<file path="src/rtl/imem_loader_pkg.sv">
// Shared definitions for the instruction-memory loader: data widths,
// default frame parameters and the loader state encoding.
package imem_loader_pkg;

  localparam int BYTE_W         = 8;
  localparam int WORD_W         = 32;
  localparam int BYTES_PER_WORD = WORD_W / BYTE_W;

  localparam int                DEF_DEPTH     = 64;
  localparam logic [BYTE_W-1:0] DEF_SYNC_BYTE = 8'hA5;

  // ST_CHECK is only reachable when the trailing checksum byte is enabled
  typedef enum logic [2:0] {
    ST_IDLE,
    ST_COUNT,
    ST_DATA,
    ST_CHECK,
    ST_DONE,
    ST_ERR
  } ld_state_e;

endpackage

</file>
<file path="src/rtl/imem_loader_byte_packer.sv">
// Big-endian byte-to-word packer: keeps the three earlier bytes of the
// current word and flags the cycle in which the fourth byte arrives, when
// the completed word is presented combinationally.
module imem_loader_byte_packer
  import imem_loader_pkg::*;
(
  input  logic              clk,
  input  logic              reset,
  input  logic              clr,
  input  logic              byte_vld,
  input  logic [BYTE_W-1:0] byte_in,
  output logic              word_vld,
  output logic [WORD_W-1:0] word
);

  logic [WORD_W-BYTE_W-1:0] sh_q, sh_d;
  logic [1:0]               cnt_q, cnt_d;

  assign word_vld = byte_vld && (cnt_q == 2'(BYTES_PER_WORD - 1));
  assign word     = {sh_q, byte_in};

  // Next-state: clear wins over shifting so a new frame starts on a word boundary
  always_comb begin
    sh_d  = sh_q;
    cnt_d = cnt_q;
    if (clr) begin
      sh_d  = '0;
      cnt_d = '0;
    end else if (byte_vld) begin
      sh_d  = {sh_q[WORD_W-2*BYTE_W-1:0], byte_in};
      cnt_d = cnt_q + 2'd1;
    end
  end

  // Shift register and byte counter state
  always_ff @(posedge clk or posedge reset) begin
    if (reset) begin
      sh_q  <= '0;
      cnt_q <= '0;
    end else begin
      sh_q  <= sh_d;
      cnt_q <= cnt_d;
    end
  end

endmodule

</file>
<file path="src/rtl/imem_loader.sv">
// Instruction-memory loader: takes a framed byte stream
// (SYNC_BYTE, N, 4N data bytes MSB first), writes N words to instruction
// memory from address 0 and releases the CPU only once the image is complete.
// Optional build macro IMEM_LOADER_CHECKSUM_EN adds a trailing XOR checksum
// byte (N and all data bytes) that must match before the CPU is released.
module imem_loader
  import imem_loader_pkg::*;
#(
  parameter int                DEPTH     = DEF_DEPTH,
  parameter logic [BYTE_W-1:0] SYNC_BYTE = DEF_SYNC_BYTE
)
(
  input  logic              clk,
  input  logic              reset,
  input  logic              start,
  input  logic              in_valid,
  input  logic [BYTE_W-1:0] in_data,
  output logic              in_ready,
  output logic              wr_en,
  output logic [WORD_W-1:0] wr_addr,
  output logic [WORD_W-1:0] wr_data,
  output logic              cpu_hold,
  output logic              done,
  output logic              error
);

  // One extra bit so a count of DEPTH is representable and compares cleanly
  localparam int                IDX_W   = $clog2(DEPTH) + 1;
  localparam logic [BYTE_W:0]   DEPTH_B = (BYTE_W + 1)'(DEPTH);

  ld_state_e         state_q;
  logic [IDX_W-1:0]  count_q;
  logic [IDX_W-1:0]  word_idx_q;
  logic              wr_en_q;
  logic [WORD_W-1:0] wr_addr_q;
  logic [WORD_W-1:0] wr_data_q;
  logic              cpu_hold_q;
  logic              done_q;
  logic              error_q;
`ifdef IMEM_LOADER_CHECKSUM_EN
  logic [BYTE_W-1:0] csum_q;
`endif

  logic              accept;
  logic              all_words;
  logic              pk_clr;
  logic              pk_vld;
  logic              pk_word_vld;
  logic [WORD_W-1:0] pk_word;

  // All N words collected; the last write is still in flight this cycle
  assign all_words = (word_idx_q == count_q);

  // Stall input while the final word's write pulse is out so no stray
  // byte is swallowed before the state moves on
  assign in_ready = (state_q == ST_IDLE) || (state_q == ST_COUNT) ||
                    (state_q == ST_CHECK) ||
                    ((state_q == ST_DATA) && !all_words);
  assign accept   = in_valid && in_ready;

  assign pk_clr   = (state_q == ST_COUNT) && accept;
  assign pk_vld   = (state_q == ST_DATA) && accept;

  imem_loader_byte_packer u_pack (
    .clk      (clk),
    .reset    (reset),
    .clr      (pk_clr),
    .byte_vld (pk_vld),
    .byte_in  (in_data),
    .word_vld (pk_word_vld),
    .word     (pk_word)
  );

  // Frame FSM with registered memory-write and status outputs
  always_ff @(posedge clk or posedge reset) begin
    if (reset) begin
      state_q    <= ST_IDLE;
      count_q    <= '0;
      word_idx_q <= '0;
      wr_en_q    <= 1'b0;
      wr_addr_q  <= '0;
      wr_data_q  <= '0;
      cpu_hold_q <= 1'b1;
      done_q     <= 1'b0;
      error_q    <= 1'b0;
`ifdef IMEM_LOADER_CHECKSUM_EN
      csum_q     <= '0;
`endif
    end else begin
      wr_en_q <= 1'b0;
      case (state_q)
        ST_IDLE: begin
          if (accept && (in_data == SYNC_BYTE)) state_q <= ST_COUNT;
        end
        ST_COUNT: begin
          if (accept) begin
            if ((in_data == '0) || ({1'b0, in_data} > DEPTH_B)) begin
              state_q <= ST_ERR;
              error_q <= 1'b1;
            end else begin
              state_q    <= ST_DATA;
              count_q    <= in_data[IDX_W-1:0];
              word_idx_q <= '0;
`ifdef IMEM_LOADER_CHECKSUM_EN
              csum_q     <= in_data;
`endif
            end
          end
        end
        ST_DATA: begin
`ifdef IMEM_LOADER_CHECKSUM_EN
          if (accept) csum_q <= csum_q ^ in_data;
`endif
          if (pk_word_vld) begin
            wr_en_q    <= 1'b1;
            wr_data_q  <= pk_word;
            wr_addr_q  <= {{(WORD_W - IDX_W - 2){1'b0}}, word_idx_q, 2'b00};
            word_idx_q <= word_idx_q + 1'b1;
          end else if (all_words) begin
            // Reached only on the edge that ends the last write pulse
`ifdef IMEM_LOADER_CHECKSUM_EN
            state_q    <= ST_CHECK;
`else
            state_q    <= ST_DONE;
            done_q     <= 1'b1;
            cpu_hold_q <= 1'b0;
`endif
          end
        end
`ifdef IMEM_LOADER_CHECKSUM_EN
        ST_CHECK: begin
          if (accept) begin
            if (in_data == csum_q) begin
              state_q    <= ST_DONE;
              done_q     <= 1'b1;
              cpu_hold_q <= 1'b0;
            end else begin
              state_q    <= ST_ERR;
              error_q    <= 1'b1;
            end
          end
        end
`endif
        ST_DONE: begin
          if (start) begin
            state_q    <= ST_IDLE;
            done_q     <= 1'b0;
            cpu_hold_q <= 1'b1;
          end
        end
        ST_ERR: begin
          if (start) begin
            state_q <= ST_IDLE;
            error_q <= 1'b0;
          end
        end
        default: state_q <= ST_IDLE;
      endcase
    end
  end

  assign wr_en    = wr_en_q;
  assign wr_addr  = wr_addr_q;
  assign wr_data  = wr_data_q;
  assign cpu_hold = cpu_hold_q;
  assign done     = done_q;
  assign error    = error_q;

endmodule

</file>
<file path="config.mk">
export PLATFORM = sky130hd
export DESIGN_NAME = imem_loader
export DESIGN_NICKNAME = d
export VERILOG_FILES = /design/src/rtl/imem_loader_pkg.sv /design/src/rtl/imem_loader_byte_packer.sv /design/src/rtl/imem_loader.sv
export SDC_FILE = /design/constraint.sdc
export NUM_CORES = 1
export LEC_CHECK = 0
export CAP_MARGIN = 20
export CORE_ASPECT_RATIO = 2
export CORE_MARGIN = 2
export CORE_UTILIZATION = 42
export CTS_CLUSTER_SIZE = 28
export DETAILED_ROUTE_END_ITERATION = 12
export GPL_TIMING_DRIVEN = 1
export HOLD_SLACK_MARGIN = 0.1
export MAX_ROUTING_LAYER = met4
export PLACE_DENSITY = 0.74
export SYNTH_ARGS = -nofsm -noshare
export SYNTH_HDL_FRONTEND = slang
export SYNTH_SLANG_ARGS = --single-unit
</file>
<file path="constraint.sdc">
create_clock -name clk -period 3.4 [get_ports clk]
set_input_delay 0.85 -clock clk [delete_from_list [all_inputs] [get_ports clk]]
set_output_delay 0.85 -clock clk [all_outputs]
set_load 0.01 [all_outputs]
</file>
==> run summary <==
status: complete, no violations
Synth-to-Final Area Change: 22.5%
register area: 2150 sq um
PortBufs: 55
Main synth FF type: dfrtp_1
cts repair resizes: 0
post-route clock skew: 0.00779 ns
worst vdd ir: 0.000278 V
Crit Path Max Fanout: 6
Setup Fix Bufs, Post-CTS: 0
largest family of logic cells by synthesized area: multiplexers
TNS Setup: 0 ns
Finished Layout Cells: 539
Slew Limit Fails: 0
Clock Pin Slew Worst Setup and Hold Paths: 0.06 ns
Multi-input gate area: 1700 sq um
routed vias: 2,653
Clk pwr share: 39.5%
ranking of synthesized cells by area: dfrtp_1, mux2_4, nand2_1
DRC: 0
# IOs: 81
area fraction of the dominant cell type after synthesis: 51.8%
post-synthesis cell count: 346
Synth Register Bits: 86
Min-Delay Path Class: flip-flop to flip-flop
total grt overflow: 0
Num Clock Sinks: 86
P per Cell Area: 525 nW/um^2
Placed Cells: 522
synth cell count leaders: dfrtp_1, nand2_1, mux2_4
# H-tree levels: 3
Max-Cap Viols: 0
critical path endpoint category: primary output
first-pass GRT wire length: 13,800 microns
Clk Latency, worst-skew pair: 0.34 ns
post-DR wirelength/cell: 15.7 microns
period utilisation layout: 85.1%
post-synthesis xor/xnor area fraction: 1.92%
vias in the first global route: 2,776
GRT Overall Usage: 17.8%
net switching power figure: 0.000714 W
Max clock buf depth: 2
Hold Worst Slack: 0.497 ns
Hold Vio Cnt, Final: 0
CTS Hold Bufs: 0
sequential area share after synthesis: 52.5%
P_int: 0.00192 W
part of the power in registers: 45.2%
diode count: 0
Setup crit start kind: flip-flop
Mean Syn Cell Area: 11.9 sq um
fillers: 819
Peak Freq: 346 MHz
RSZ-0062 raised after global routing: false
final wirelength: 8470 microns
Setup-failing EPs final: 0
Die Area: 10,600 sq um
post-synth cell types: 48
largest area contributor in the netlist: dfrtp_1
GP Congestion: 0.858
asr flop ratio synth: 100%
DP HPWL: 6010 microns
synthesized area: 4110 sq um
Die X: 73.9 microns
Sw Share: 27.1%
fraction of the mapped netlist area in compound gates: 8.32%
Comb pwr share: 15.3%
routed vias/inst: 4.92
Detail Route Antenna Nets: 0
initial core utilization: 42.6%
total CTS buffers: 9
Worst Hold Path Cells: 1
share of layout cells above drive strength 1: 20.1%
Synth Area in Simple Gates: 11.6%
FP Rows: 51
Worst EP arrival: 2.04 ns
post-synthesis mux area share: 16.4%
crit path kind: flip-flop to primary output
Synth Warn #: 0
EDFF count, synth: 0
core box area: 9640 sq um
Synth Area in Adders: 0.610%
initial antenna violation count: 0
total iterations of the first detailed-routing run: 4
top-count cell post-synth: dfrtp_1
CTS tree: done
root buffer cell: clkbuf_16
Tmin final: 2.89 ns
pin count of the biggest net entering global routing: 53
worst endpoint required time: 2.55 ns
Initial DRC Count: 169
final net count: 416
Lkg Pwr: 2.39 nW
reg2reg path depth: 5
Die Span Y: 144 microns
[power groups by stage]
stage	registers, W	clock network [W]	logic (W)
after floorplan	0.00117	0	0.000329
after global placement	0.00121	0	0.000384
after detailed placement	0.00121	0	0.000401
after CTS	0.00119	0.00106	0.000403
after global routing	0.00120	0.00112	0.000447
final	0.00119	0.00104	0.000403
[critical path, stage by stage (launching register included)]
cell and delay, ns:
dfrtp_1 0.47, xnor2_1 0.18, nand4_1 0.26, nor2_2 0.22, a21oi_1 0.09, clkdlybuf4s50_1 0.49
[flip-flops by register name, indices dropped and copies added (netlist names)]
signal        flops
wr_en             1
u_pack.cnt_q      2
u_pack.sh_q      24
state_q           3
count_q           7
word_idx_q        7
wr_data          32
done              1
error             1
cpu_hold          1
wr_addr           7
[area by class of cell]
type,instances,share of cell area (%)
tap,132,3.28
inverter,5,0.398
sequential,86,42.8
clock buffer,9,4.48
multi-input combinational,234,33.7
timing repair buffer,66,13.3
clock inverter,7,1.97
[worst paths after layout]
kind / startpoint / to / slack [ns]
worst min-delay path: u_pack.cnt_q[0]$_DFFE_PP0P_ / u_pack.cnt_q[0]$_DFFE_PP0P_ / 0.50
worst max-delay path: word_idx_q[0]$_DFFE_PP0P_ / in_ready / 0.51
worst max register to register: state_q[2]$_DFFE_PP0P_ / count_q[5]$_DFFE_PP0P_ / 1.36
min in group asynchronous: reset / word_idx_q[6]$_DFFE_PP0P_ / 0.78
worst min register to register: u_pack.cnt_q[0]$_DFFE_PP0P_ / u_pack.cnt_q[0]$_DFFE_PP0P_ / 0.50
max in group asynchronous: reset / wr_data[27]$_DFFE_PP0P_ / 1.89
[cell usage in the layout (no fill, tap or decap), types with 4 or more instances in the layout]
| cell | netlist | final |
|---|---|---|
| o21ai_1 | 30 | 30 |
| mux2_4 | 42 | 42 |
| nor3_2 | 4 | 4 |
| conb_1 | 1 | 25 |
| xnor2_1 | 9 | 9 |
| nand3_1 | 13 | 13 |
| nor2_1 | 6 | 6 |
| clkbuf_16 | 0 | 9 |
| nand2_1 | 58 | 58 |
| buf_4 | 25 | 8 |
| dfrtp_1 | 85 | 85 |
| clkdlybuf4s50_1 | 0 | 55 |
[metrics by stage]
step | power, W | worst slack, ns | utilization (%) | area (sq um)
CTS | 0.00266 | 0.486 | 52.0 | 5010
floorplan | 0.00150 | 0.330 | - | 4200
detailed placement | 0.00161 | 0.469 | 48.6 | 4690
global placement | 0.00159 | 0.493 | 48.6 | 4690
global route | 0.00276 | 0.391 | 52.2 | 5030
finish | 0.00264 | 0.508 | 52.2 | 5030
[routing by layer]
layer  share of wire, %  GRT usage (%)  vias to the layer above
met5                  0              -                        -
met4                3.5           9.19                        0
met3                3.1           3.37                       28
met2                 54           29.9                       93
met1                 39           19.6                     1291
li1                   -              -                     1241
[kinds of logic (layout without fill, tap and decap cells)]
family                     count (synthesis)  in the layout
buffers and inverters                     50             87
muxes                                     46             46
DFF                                       86             86
and+or+nand+nor                           99             99
other                                      1             25
AOI/OAI and AO/OA                         53             53
adders and majority gates                  2              2
xor gates and xnor gates                   9              9
Power figures use the tool's default switching activity.
